===== src/rtl/cmd_queue.sv =====
// cmd_queue: in-order RoCC command buffer that drops non-memory functs (only store/load pass).
// Optional same-cycle empty-queue bypass is enabled by defining CMD_QUEUE_BYPASS_EN.
module cmd_queue #(
  parameter int DEPTH = 4,
  parameter int CW    = $clog2(DEPTH) + 1
) (
  input  logic          clk,
  input  logic          rst,
  input  logic [159:0]  in_cmd,
  input  logic          in_cmd_vld,
  output logic          in_cmd_rdy,
  output logic [159:0]  out_cmd,
  output logic          out_cmd_vld,
  input  logic          out_cmd_rdy,
  output logic [CW-1:0] count,
  output logic [7:0]    err_cnt
);
  localparam int AW = $clog2(DEPTH);
  localparam logic [CW-1:0] FULL = CW'(DEPTH);

  logic [159:0]  mem_q [DEPTH];
  logic [AW-1:0] head_q, head_d;
  logic [AW-1:0] tail_q, tail_d;
  logic [CW-1:0] count_q, count_d;
  logic [7:0]    err_q, err_d;
  logic          legal, empty, push, store, pop, bypass;

  assign legal      = (in_cmd[6:0] == 7'd0) || (in_cmd[6:0] == 7'd1);
  assign empty      = (count_q == '0);
  assign in_cmd_rdy = !rst && (count_q != FULL);
  assign push       = in_cmd_vld && in_cmd_rdy;

`ifdef CMD_QUEUE_BYPASS_EN
  // A legal word arriving at an empty queue with a ready consumer skips storage entirely.
  assign bypass      = push && legal && empty && out_cmd_rdy;
  assign out_cmd_vld = !empty || bypass;
  assign out_cmd     = bypass ? in_cmd : mem_q[head_q];
`else
  assign bypass      = 1'b0;
  assign out_cmd_vld = !empty;
  assign out_cmd     = mem_q[head_q];
`endif

  assign store = push && legal && !bypass;
  assign pop   = !empty && out_cmd_rdy;

  always_comb begin
    head_d  = head_q;
    tail_d  = tail_q;
    count_d = count_q;
    err_d   = err_q;
    if (pop)   head_d = head_q + AW'(1);
    if (store) tail_d = tail_q + AW'(1);
    if (store && !pop)      count_d = count_q + CW'(1);
    else if (!store && pop) count_d = count_q - CW'(1);
    // Dropped words still complete the handshake; the counter saturates instead of wrapping.
    if (push && !legal && (err_q != 8'hFF)) err_d = err_q + 8'd1;
  end

  always_ff @(posedge clk) begin
    if (store) mem_q[tail_q] <= in_cmd;
  end

  always_ff @(posedge clk) begin
    if (rst) begin
      head_q  <= '0;
      tail_q  <= '0;
      count_q <= '0;
      err_q   <= '0;
    end else begin
      head_q  <= head_d;
      tail_q  <= tail_d;
      count_q <= count_d;
      err_q   <= err_d;
    end
  end

  assign count   = count_q;
  assign err_cnt = err_q;
endmodule

===== config.mk =====
export PLATFORM = sky130hd
export DESIGN_NAME = cmd_queue
export DESIGN_NICKNAME = d
export VERILOG_FILES = /design/src/rtl/cmd_queue.sv
export SDC_FILE = /design/constraint.sdc
export NUM_CORES = 1
export LEC_CHECK = 0
export ABC_CLOCK_PERIOD_IN_PS = 20300
export CORE_MARGIN = 1
export CORE_UTILIZATION = 55
export CTS_CLUSTER_DIAMETER = 150
export CTS_CLUSTER_SIZE = 14
export DETAILED_ROUTE_END_ITERATION = 10
export DONT_BUFFER_PORTS = 1
export PLACE_DENSITY = 0.76
export SETUP_SLACK_MARGIN = 0.5
export SLEW_MARGIN = 10
export SYNTH_ARGS = -nofsm -noshare
export SYNTH_HDL_FRONTEND = slang
export SYNTH_SLANG_ARGS = --single-unit

===== constraint.sdc =====
create_clock -name clk -period 20.3 [get_ports clk]
set_clock_uncertainty 0.15 [all_clocks]
set_input_delay 5.075 -clock clk [delete_from_list [all_inputs] [get_ports clk]]
set_output_delay 5.075 -clock clk [all_outputs]
set_load 0.05 [all_outputs]

Word level (Yosys, flattened, before mapping)
Memories as Yosys holds them, arrays and structs flattened. A register that Yosys moved wholly into a read port is not among the register bits.
Cells that the tools add are included.
{"block": "classes", "n_lt_le_gt_ge": 0, "n_div": 0, "n_eq_ne": 3, "mul": 0, "addsub": 5, "bitwise": 0, "n_shift": 0, "mux": 6, "n_reduce_logical": 17}
{"operator": "adder 8 x 1 -> 8 bit (second input constant)", "n": 1}
{"operator": "logical AND 1 bit", "n": 8}
{"operator": "inequality test 8 bit (second input constant)", "n": 1}
{"operator": "equality test 7 x 1 -> 1 bit (second input constant)", "n": 1}
{"operator": "logical NOT 7 bit", "n": 1}
{"operator": "2-to-1 mux 3 bit", "n": 2}
{"operator": "logical NOT 1 bit", "n": 5}
{"operator": "adder 2 x 1 -> 2 bit (second input constant)", "n": 2}
{"operator": "2-to-1 mux 2 bit", "n": 2}
{"operator": "adder 3 x 1 -> 3 bit (second input constant)", "n": 1}
{"operator": "logical NOT 3 bit", "n": 1}
{"operator": "inequality test 3 bit (second input constant)", "n": 1}
{"operator": "subtractor 3 x 1 -> 3 bit (second input constant)", "n": 1}
{"operator": "2-to-1 mux 1 bit", "n": 2}
{"operator": "nonzero test 2 bit", "n": 1}
{"operator": "logical OR 1 bit", "n": 1}
{"block": "word_totals", "elab_cells": 36, "out_inout_bits": 173, "regBits": 15, "mem_bits_ro": 0, "n_memories": 1, "mem_bits_rw": 640, "latchBits": 0}
{"memory": "mem_q", "depth": 4, "width": 160, "read_ports": 1, "rd_clocked_by_memory_dff": 1, "wr": 1, "line": "21", "text": "logic [159:0] mem_q [DEPTH];"}

Logic depth before layout (Yosys ltp)
Gate-level depths: netlist (run 1).
{"block": "depth", "ltp_word": 8, "mapped_depth": 10}

Worst setup path after synthesis (run 1)
OpenSTA, ideal clock, no wires.
{"block": "synth_timing", "path_kind": "input -> output", "startpoint": "input rst", "endpoint": "output in_cmd_rdy", "cell_stages": 2, "setup_slack_ns": 9.184, "path_buffers": 1, "arrival_time_ns": 5.891, "path_cell_list": "buf_6 nor2b_1"}
{"block": "synth_between", "elab_chain_cells": 2}
{"item": "from (decl)", "line": "8", "text": "input logic rst,"}
{"item": "logical NOT 1 bit", "line": "30", "text": "assign in_cmd_rdy = !rst && (count_q != FULL);"}
{"item": "logical AND 1 bit", "line": "30"}
{"item": "to (decl)", "line": "11", "text": "output logic in_cmd_rdy,"}
No other way between the ends.

Final worst setup path (run 1)
Same ends and word-level chain as after synthesis.

==> impl_results.md, run 1 <==
* Largest net degree at the start of global routing at 73
* Reg-to-Reg Start: count[0]
* CTS H-tree depth at 2
* Final GP Congestion at 0.751
* Post-synth top area share at 0.805
* Chip height at 210 um
* Area of the die at 0.0442 sq mm
* Critical Path, Cell by Cell: nor2b_1
* HP Class: flop to flop
* Vias in the first global route at 9,953
* Final WS setup at 9.30 ns
* Worst setup EP type: output port
* #FFs+latches synth at 657
* Clock transition at path regs at 0.06 ns
* Core footprint at 0.0424 sq mm
* CTS Hold Bufs at 0
* Initial DRC Count at 762
* CTS resizes at 0
* Status: finished clean
* Endpoints failing hold at 0
* Count of final setup violators at 0
* Crit path buf inv count at 0
* Hold Path Cell Cnt at 2
* Clock Tree Buf Depth at 3
* Cell row count at 75
* FF-to-FF path depth at 4
* Post-synth EDFFs at 640
* Synth Warn # at 0
* Vias at 9,410
* Final wirelength at 43.1 mm
* Crit path max-delay family: simple AND/OR/NAND/NOR gates
* Critical path's slowest cell: nor2b_1
* First-pass DRT Iterations at 4
* Cell leakage power at 7.65 nW
* Syn-to-layout area delta at 8.58%
* Critical setup path kind: primary input to output port
* Main synth FF type: edfxtp_1
* HP Start: head_q[0]
* Biggest cell delay along the critical path at 0.70 ns
* Layout cells sized above 1 at 0.243
* Post-DR vias/cell at 6.07
* Arr. time, crit path at 5.77 ns
* DR WL/cell at 27.8 um
* GRT Residual Overflow at 0
* Max Cap Viol at 0
* Clk root buf: clkbuf_16
* F_max at 0.0909 GHz
* Final period utilization at 0.542
* Die W at 210 um
* DR DRC count at 0
* Port buffer count at 0
* Max IR drop VDD at 0.0000827 V
* Slew Viols, Final at 0
* PD cells at 114 mW/mm^2
* R2r setup slk at 16.96 ns
* Setup bufs post-CTS at 0
* Clock latency on the worst-skew pair at 0.58 ns
* RSZ-0062 raised after global routing: false
* Top post-synthesis cells by area: edfxtp_1 (81%), mux4_2 (15%), dfxtp_1 (1.4%)
* Fillcell total at 2,846
* Starting Density at 0.563
* Final worst path period need at 11.00 ns
* Critical path data required time at 15.08 ns
* Sink Count at 657
* Endpoint, Worst Hold: head_q[0]
* Nets at 1,132
* Seq/Total Area, Yosys at 0.819
* Pin slew with the least headroom to its limit at 1.12 ns
* Asr flop ratio synth at 0
* Post-synth top area cell: edfxtp_1
* Dpl hpwl at 25.7 mm
* Worst Path Max Fanout at 19
* Fin Hold WS at 0.384 ns
* Crit start category: primary input
* Top Ports at 337
* CTS buffer count at 52
* Mapped cell area at 0.0239 sq mm
* Total global-route track usage at 0.197
* CTS tree: built
* Sum of negative setup slack at 0 ns
* Post-Syn Area per Cell at 25.6 sq um
* Global-route wire length before repair at 63.4 mm
* Routed Antenna Nets at 0
* Mapped Cells at 933
* Synth cell types at 32
* ANT cells at 0
* Relative slew slack at 0.255
* Mapped Nets at 1,104
* FF-to-FF End: mem_q[0][15]
* Total power draw at 2.97 mW
* Initial antenna violation count at 0
* Pre-CTS setup slack at 9.30 ns
## synthesized netlist by cell type (3+ instances only)
cell type	number
edfxtp_1	640
mux4_2	160
dfxtp_1	17
buf_2	16
clkbuf_1	16
nor2_1	13
ha_1	6
a21oi_1	5
buf_1	5
mux2i_1	5
nand2_1	5
xor2_1	5
and3_1	4
inv_1	4
nand3_1	4
or3_1	4
nand2b_1	3
## how the worst max path moves through the flow
stage | from | end | slack [ns] | depth (start not counted)
6_report | rst | in_cmd_rdy | 9.30 | 1
5_1_grt | rst | in_cmd_rdy | 9.29 | 1
4_1_cts | rst | in_cmd_rdy | 9.30 | 1
3_5_place_dp | rst | in_cmd_rdy | 9.30 | 1
3_3_place_gp | rst | in_cmd_rdy | 9.29 | 1
2_1_floorplan | rst | in_cmd_rdy | 9.18 | 2
## cell families after synthesis
| group | count (synthesis) | synth area share |
|---|---|---|
| DFF | 657 | 0.819 |
| muxes | 166 | 0.154 |
| and+or+nand+nor | 46 | 0.0108 |
| buffers and inverters | 43 | 0.00823 |
| AOI/OAI and AO/OA | 8 | 0.00178 |
| adders and majority gates | 7 | 0.00398 |
| xor gates and xnor gates | 6 | 0.00220 |
## placed cells by master (no fill, tap or decap)
cell,netlist,final
a21oi_1,5,5
inv_1,4,4
nand2_1,5,5
xnor2_1,1,1
nor2b_4,1,1
clkbuf_1,16,10
ha_1,6,6
nor3_1,2,2
nand2b_1,3,3
xor2_1,5,5
or4_1,2,2
nor4_1,1,1
dfxtp_1,17,15
clkbuf_16,0,53
inv_6,0,2
mux2i_1,5,5
o21ai_0,2,2
or3_1,4,4
and2_1,2,2
nand4_1,1,1
edfxtp_1,640,640
mux4_2,160,160
nor3_4,1,1
buf_4,0,13
nor2b_1,2,2
nor2_1,13,13
or3b_1,1,1
and3_4,0,4
dfxtp_4,0,2
fa_1,1,1
o31ai_1,1,1
nand3_1,4,4
mux2_1,1,1
## where the power goes
part	internal (mW)	total (mW)	switching, mW
logic	0.155	0.550	0.394
registers	1.49	1.53	0.0355
clock network	0.467	0.888	0.422
## registers in the layout, indices dropped and copies added, names as in the netlist, named ones only
signal   count
count        3
err_cnt      8
head_q       2
mem_q      640
tail_q       2
## routing by layer
metal,track usage,routed length [um]
met5,0,0
met1,0.244,15900
met4,0.0654,1060
met3,0.0705,4040
met2,0.325,22100
## through the flow
step,util,cells,cell area (sq um)
after detailed placement,0.578,1484,24500
after floorplan,-,933,23900
after CTS,0.611,1549,25900
after global routing,0.611,1549,25900
after global placement,0.578,1484,24500
final,0.611,1549,25900
## area by class of cell
class | count | area [sq um] | share of cell area
flip-flops and latches | 657 | 19600 | 0.755
multi-input cells | 233 | 4130 | 0.159
clock buffers | 63 | 1360 | 0.0526
well taps | 577 | 722 | 0.0279
repair buffers | 13 | 97.6 | 0.00377
clock inverters | 2 | 17.5 | 0.000676
inverters | 4 | 15.0 | 0.000579
Note: power is estimated with default switching activity, not from simulation.
==> run 2: changes to the inputs <==
--- a/config.mk
+++ b/config.mk
@@ -5,14 +5,15 @@
 export SDC_FILE = /design/constraint.sdc
 export NUM_CORES = 1
 export LEC_CHECK = 0
-export ABC_CLOCK_PERIOD_IN_PS = 20300
+export ABC_AREA = 1
+export ABC_CLOCK_PERIOD_IN_PS = 9100
 export CORE_MARGIN = 1
 export CORE_UTILIZATION = 55
 export CTS_CLUSTER_DIAMETER = 150
 export CTS_CLUSTER_SIZE = 14
 export DETAILED_ROUTE_END_ITERATION = 10
 export DONT_BUFFER_PORTS = 1
-export PLACE_DENSITY = 0.76
+export PLACE_DENSITY = 0.79
 export SETUP_SLACK_MARGIN = 0.5
 export SLEW_MARGIN = 10
 export SYNTH_ARGS = -nofsm -noshare
==> constraint.sdc (replaced) <==
create_clock -name clk -period 9.1 [get_ports clk]
set_clock_uncertainty 0.15 [all_clocks]
set_input_delay 2.275 -clock clk [delete_from_list [all_inputs] [get_ports clk]]
set_output_delay 2.275 -clock clk [all_outputs]
set_load 0.05 [all_outputs]
==> run 2 against run 1 <==
  * Combinational power rose to 3.1 times the previous value
  * Routed wire length increased by 18%
  * Sequential power grew 120%
  * Die area grew 2.6%
  * Critical path depth up 3
  * Clock power is 120% higher
  * Critical path type is now flop to output port
  * Critical endpoint is now out_cmd[82]
  * Largest cell class unchanged
  * Largest power group unchanged
==> impl_results.md, run 2 <==
* Post-DR vias/cell at 6.06 (-0.30%)
* M1 WL at 18.8 mm (+18%)
* Total global-route track usage at 0.215 (+0.0178)
* Final core area utilization at 0.607 (-0.00410)
* Reg-to-Reg Start: count[0]
* R2r setup slk at 5.01 ns (-11.95 ns)
* Clock transition at path regs at 0.06 ns (about the same)
* Post-synth EDFFs at 640 (unchanged)
* Placed Cells at 2,193 (+48%)
* Asr flop ratio synth at 0 (unchanged)
* GRT Residual Overflow at 0 (unchanged)
* Area of the die at 0.0454 sq mm (+2.6%)
* Max reg flops at 640 (unchanged)
* Routed wl met3 at 5.81 mm (+44%)
* Critical path's slowest cell: o22ai_1
* Vias in the first global route at 13,200 (+33%)
* Starting Density at 0.563 (+0.000772)
* Die W at 213 um (+1.3%)
* Dpl hpwl at 28.5 mm (+11%)
* Final worst path period need at 6.76 ns
* Seq/Total Area, Yosys at 0.799 (-0.0207)
* Max IR drop VDD at 0.000218 V (+160%)
* Routed Antenna Nets at 0 (unchanged)
* Commonest non-fill, non-tap cell in the layout: edfxtp_1
* CTS H-tree depth at 2 (unchanged)
* Total power draw at 7.07 mW (+140%)
* Largest net degree at the start of global routing at 160 (+120%)
* Endpoint, Worst Hold: head_q[0]
* CTS tree: built
* Critical path data required time at 6.68 ns (-8.40 ns)
* Layout cells sized above 1 at 0.0518 (-0.191)
* CTS resizes at 0 (unchanged)
* Hold Path Cell Cnt at 1 (-1)
* Vias at 13,700 (+46%)
* Mapped cell area at 0.0245 sq mm (+2.6%)
* Sink Count at 657 (unchanged)
* Routed length on met2 at 25.0 mm (+13%)
* Worst setup EP type: output port
* Final wirelength at 50.8 mm (+18%)
* Crit start category: flop
* F_max at 0.148 GHz
* Relative slew slack at 0.158 (-0.0970)
* Count of final setup violators at 0 (unchanged)
* Slew Viols, Final at 0 (unchanged)
* Most common cell in the synthesized netlist: edfxtp_1
* DR WL/cell at 22.4 um (-20%)
* Main synth FF type: edfxtp_1
* Cell leakage power at 8.31 nW (+8.6%)
* Chip height at 213 um (+1.3%)
* CTS Hold Bufs at 0 (unchanged)
* Biggest register: mem_q
* Non-filler cells, final at 2,267 (+46%)
* Max Cap Viol at 0 (unchanged)
* Post-synth top area share at 0.785 (-0.0204)
* Post-Syn Area per Cell at 14.5 sq um (-43%)
* Biggest cell delay along the critical path at 0.99 ns (+0.29 ns)
* Uppermost layer routed: met4
* Multi-input logic area at 0.00433 sq mm (+4.8%)
* RSZ-0062 raised after global routing: false
* Nets at 1,833 (+62%)
* Initial DRC Count at 1,103 (+45%)
* Commonest cells after routing, fill and taps aside: edfxtp_1 (640), nor2_1 (345), o21ai_0 (184)
* FF-to-FF path depth at 7 (+3)
* Post-synth top cells: edfxtp_1 (640), nor2_1 (349), o21ai_0 (184), o22ai_1 (160), o21ai_1 (140)
* Mapped Cells at 1,692 (+81%)
* Clock Tree Buf Depth at 3 (unchanged)
* Initial antenna violation count at 1 (+1)
* HP Class: flop to flop
* Core footprint at 0.0435 sq mm (+2.5%)
* First-pass DRT Iterations at 5 (+1)
* Top Ports at 337 (unchanged)
* Endpoints failing hold at 0 (unchanged)
* FF-to-FF End: mem_q[2][126]
* Seq. cell area at 0.0196 sq mm (unchanged)
* PD cells at 268 mW/mm^2 (+130%)
* Synth Warn # at 0 (unchanged)
* CTS buffer count at 52 (unchanged)
* Crit path max-delay family: buffers and inverters
* Clock latency on the worst-skew pair at 0.58 ns (about the same)
* Critical Path, Cell by Cell: buf_4 > buf_4 > o21ai_0 > o22ai_1
* Sum of negative setup slack at 0 ns (unchanged)
* Status: finished clean
* #FFs+latches synth at 657 (unchanged)
* Crit path buf inv count at 2 (+2)
* Arr. time, crit path at 4.34 ns (-1.43 ns)
* Top post-synthesis cells by area: edfxtp_1 (78%), nor2_1 (5.3%), o22ai_1 (4.1%)
* HP Start: head_q[0]
* Cell mode on critical path: buf_4
* Clk root buf: clkbuf_16
* Critical setup path kind: flop to output port
* Synth cell types at 23 (-28%)
* Fillcell total at 3,102 (+9.0%)
* Setup bufs post-CTS at 0 (unchanged)
* Syn-to-layout area delta at 7.70%
* Global-route wire length before repair at 73.7 mm (+16%)
* Post-synth top area cell: edfxtp_1
* Cell row count at 76 (+1.3%)
* Final period utilization at 0.743
* Port buffer count at 0 (unchanged)
* Pin slew with the least headroom to its limit at 1.28 ns (+0.164 ns)
* Final GP Congestion at 0.771 (+2.7%)
* Worst Path Max Fanout at 111 (+92)
* DR DRC count at 0 (unchanged)
* Mapped Nets at 1,863 (+69%)
## run 2: changes by cell type in the layout (fill, tap and decap cells not counted), sizes merged, moves of 11 or more
cell / previous run / this run
o22ai: 0 / 160
mux4: 160 / 0
o21ai: 2 / 324
nor2: 13 / 350
inv: 6 / 26
buf: 13 / 24
nand2: 5 / 28
## run 2: through the flow
step | setup slack [ns] | hold WS [ns] | cell area (sq um)
2_1_floorplan | -1.35 | 0.283 | 24500
3_3_place_gp | 3.25 | 0.314 | 25000
3_5_place_dp | 3.04 | 0.329 | 25000
4_1_cts | 2.41 | 0.348 | 26400
5_1_grt | 2.17 | 0.379 | 26400
6_report | 2.34 | 0.348 | 26400
## run 2: cell families after synthesis
group,count (synthesis),share of synthesized area
DFF,657,0.799
adders and majority gates,7,0.00388
and+or+nand+nor,394,0.0614
AOI/OAI and AO/OA,500,0.110
buffers and inverters,134,0.0255
## run 2: worst max path at each step
stage | cells after the start | to | slack [ns]
after floorplan | 6 | mem_q[0][0] | -1.35
after global placement | 4 | out_cmd[126] | 3.25
after detailed placement | 4 | out_cmd[82] | 3.04
after CTS | 4 | out_cmd[82] | 2.41
after global routing | 4 | out_cmd[82] | 2.17
final | 4 | out_cmd[82] | 2.34
## run 2: worst reg2reg max path: stages (launching register included)
cell and delay, ns:
dfxtp_1 0.68, inv_1 0.20, nand3_1 0.13, nand3_1 0.12, nor2b_1 0.43, inv_1 0.29
nor2_4 0.80, buf_4 0.88
## run 2: metal layers
| metal | GRT usage | up-vias |
|---|---|---|
| li1 | - | 6261 |
| met1 | 0.255 | 6803 |
| met3 | 0.0837 | 91 |
| met4 | 0.0643 | 0 |
| met5 | 0 | - |
| met2 | 0.361 | 576 |
## run 2: cell type report
class                   count  share of cell area
multi-input cells         901               0.164
clock buffers              73              0.0531
well taps                 585              0.0278
inverters                  26             0.00408
repair buffers             24             0.00873
flip-flops and latches    657               0.742
diodes                      1           0.0000949
## run 2: report_power, final
part / switching (mW) / total, mW / internal, mW
clock: 0.926 / 1.98 / 1.05
sequential: 0.0612 / 3.39 / 3.33
combinational: 1.46 / 1.70 / 0.234
==> run 3: changes to the inputs <==
--- a/config.mk
+++ b/config.mk
@@ -5,15 +5,15 @@
 export SDC_FILE = /design/constraint.sdc
 export NUM_CORES = 1
 export LEC_CHECK = 0
-export ABC_AREA = 1
-export ABC_CLOCK_PERIOD_IN_PS = 9100
+export ABC_AREA = 0
+export ABC_CLOCK_PERIOD_IN_PS = 6640
 export CORE_MARGIN = 1
 export CORE_UTILIZATION = 55
 export CTS_CLUSTER_DIAMETER = 150
 export CTS_CLUSTER_SIZE = 14
 export DETAILED_ROUTE_END_ITERATION = 10
 export DONT_BUFFER_PORTS = 1
-export PLACE_DENSITY = 0.79
+export PLACE_DENSITY = 0.76
 export SETUP_SLACK_MARGIN = 0.5
 export SLEW_MARGIN = 10
 export SYNTH_ARGS = -nofsm -noshare
==> constraint.sdc (replaced) <==
create_clock -name clk -period 6.64 [get_ports clk]
set_clock_uncertainty 0.15 [all_clocks]
set_input_delay 1.66 -clock clk [delete_from_list [all_inputs] [get_ports clk]]
set_output_delay 1.66 -clock clk [all_outputs]
set_load 0.05 [all_outputs]
==> run 3 against run 2 <==
  * Worst setup slack got worse by 0.25 ns
  * Register-to-register slack got worse by 1.6 ns
  * Utilization rose by 0.70 points
  * Sequential share of layout area up 0.96 points
  * Sequential cell count unchanged
  * Via count down 31%
  * Routed wire length decreased by 15%
  * Critical endpoint is now out_cmd[141]
==> impl_results.md, run 3 (synthesis gave the netlist of run 1 again) <==
* Final core area utilization at 0.614 (+0.00696)
* Crit path max-delay family: multiplexers
* Biggest register: mem_q
* PD cells at 349 mW/mm^2 (+30%)
* Worst Path Max Fanout at 29 (-74%)
* Max Cap Viol at 0 (unchanged)
* R2r setup slk at 3.45 ns (-1.56 ns)
* Routed length on met2 at 21.6 mm (-14%)
* CTS Hold Bufs at 0 (unchanged)
* Post-DR vias/cell at 6.09 (+0.54%)
* Clk root buf: clkbuf_16
* First-pass DRT Iterations at 5 (unchanged)
* Sink Count at 657 (unchanged)
* Syn-to-layout area delta at 9.08%
* Biggest cell delay along the critical path at 0.77 ns (-0.22 ns)
* CTS H-tree depth at 2 (unchanged)
* CTS resizes at 0 (unchanged)
* Area of the die at 0.0442 sq mm (-2.5%)
* Critical path's slowest cell: mux4_2
* Final WS setup at 2.09 ns (-0.245 ns)
* Clock Tree Buf Depth at 3 (unchanged)
* Initial antenna violation count at 0 (-1)
* ANT cells at 0 (-1)
* Cell leakage power at 7.70 nW (-7.4%)
* Nets at 1,136 (-38%)
* DR DRC count at 0 (unchanged)
* Pre-CTS setup slack at 2.07 ns (-0.978 ns)
* Initial DRC Count at 529 (-52%)
* HP Class: flop to flop
* Total global-route track usage at 0.197 (-0.0176)
* Status: finished clean
* Crit start category: flop
* Arr. time, crit path at 2.74 ns (-1.60 ns)
* Core footprint at 0.0424 sq mm (-2.4%)
* Die W at 210 um (-1.3%)
* Commonest non-fill, non-tap cell in the layout: edfxtp_1
* Clock transition at path regs at 0.06 ns (about the same)
* Critical setup path kind: flop to output port
* CTS tree: built
* Total power draw at 9.09 mW (+29%)
* Cell row count at 75 (-1.3%)
* Starting Density at 0.563 (-0.000772)
* M1 WL at 16.0 mm (-14%)
* Vias at 9,457 (-31%)
* Pin slew with the least headroom to its limit at 0.988 ns (-0.293 ns)
* DR WL/cell at 27.8 um (+24%)
* Layout cells sized above 1 at 0.247 (+0.195)
* Final wirelength at 43.2 mm (-15%)
* Uppermost layer routed: met4
* Sum of negative setup slack at 0 ns (unchanged)
* Fillcell total at 2,850 (-8.1%)
* Critical Path, Cell by Cell: buf_4 > mux4_2
* Vias in the first global route at 9,965 (-25%)
* Setup bufs post-CTS at 0 (unchanged)
* Dpl hpwl at 25.9 mm (-9.1%)
* Final GP Congestion at 0.740 (-4.0%)
* Commonest cells after routing, fill and taps aside: edfxtp_1 (640), mux4_2 (160), clkbuf_16 (53)
* Max reg flops at 640 (unchanged)
* CTS buffer count at 52 (unchanged)
* Chip height at 210 um (-1.3%)
* Count of final setup violators at 0 (unchanged)
* Final period utilization at 0.685
* Final worst path period need at 4.55 ns
* Global-route wire length before repair at 63.6 mm (-14%)
* Critical path data required time at 4.83 ns (-1.85 ns)
* Largest net degree at the start of global routing at 90 (-44%)
* F_max at 0.220 GHz
* Top Ports at 337 (unchanged)
* Slew Viols, Final at 0 (unchanged)
* Routed wl met3 at 4.38 mm (-25%)
* Clock latency on the worst-skew pair at 0.58 ns (about the same)
* Seq. cell area at 0.0196 sq mm (unchanged)
* GRT Residual Overflow at 0 (unchanged)
* RSZ-0062 raised after global routing: false
* Max IR drop VDD at 0.000348 V (+60%)
* Relative slew slack at 0.341 (+0.183)
* Port buffer count at 0 (unchanged)
* Multi-input logic area at 0.00413 sq mm (-4.6%)
* Worst setup EP type: output port
* Crit path buf inv count at 1 (-1)
* Endpoints failing hold at 0 (unchanged)
* Routed Antenna Nets at 0 (unchanged)
run 3: changes by cell type in the layout (fill, tap and decap cells not counted), moves of 23 or more:
cell / delta
mux4_2: +160
nand2_1: -23
nor2_1: -332
o21ai_0: -182
o21ai_1: -140
o22ai_1: -160
run 3: final timing paths:
path / endpoint / start / cells after the start
hold / removal: flop / head_q[1] / 2
setup / recovery: out_cmd[141] / flop / 2
setup reg to reg: mem_q[0][30] / count[1] / 4
hold reg to reg: flop / head_q[1] / 2
run 3: area by class of cell:
type                            count  area share
Multi-Input combinational cell    233       0.159
Timing Repair Buffer               17     0.00827
Inverter                            4    0.000577
Tap cell                          577      0.0277
Clock inverter                      2    0.000673
Clock buffer                       63      0.0525
Sequential cell                   657       0.752
run 3: layer usage:
metal / vias to the layer above / track usage
met2: 333 / 0.316
met1: 5039 / 0.243
li1: 4018 / -
met4: 0 / 0.0727
met3: 67 / 0.0803
met5: - / 0
run 3: through the flow:
stage | area (sq um) | hold slack, ns | std cells
after floorplan | 23900 | 0.335 | 933
after global routing | 26000 | 0.444 | 1553
final | 26000 | 0.383 | 1553
after global placement | 24700 | 0.352 | 1488
after CTS | 26000 | 0.389 | 1553
after detailed placement | 24700 | 0.376 | 1488
run 3: where the power goes:
part           leakage (nW)  switching [mW]  total, mW  internal, mW
logic                  1.13            1.22       1.71         0.486
registers              5.89           0.107       4.67          4.57
clock network         0.677            1.28       2.71          1.43
total                  7.70            2.61       9.09          6.48
run 3: worst reg2reg max path, stage by stage (launching register included):
cell	delay, ns
dfxtp_1	0.79
or3b_1	0.27
and2_1	0.25
and3_4	0.87
buf_4	0.52
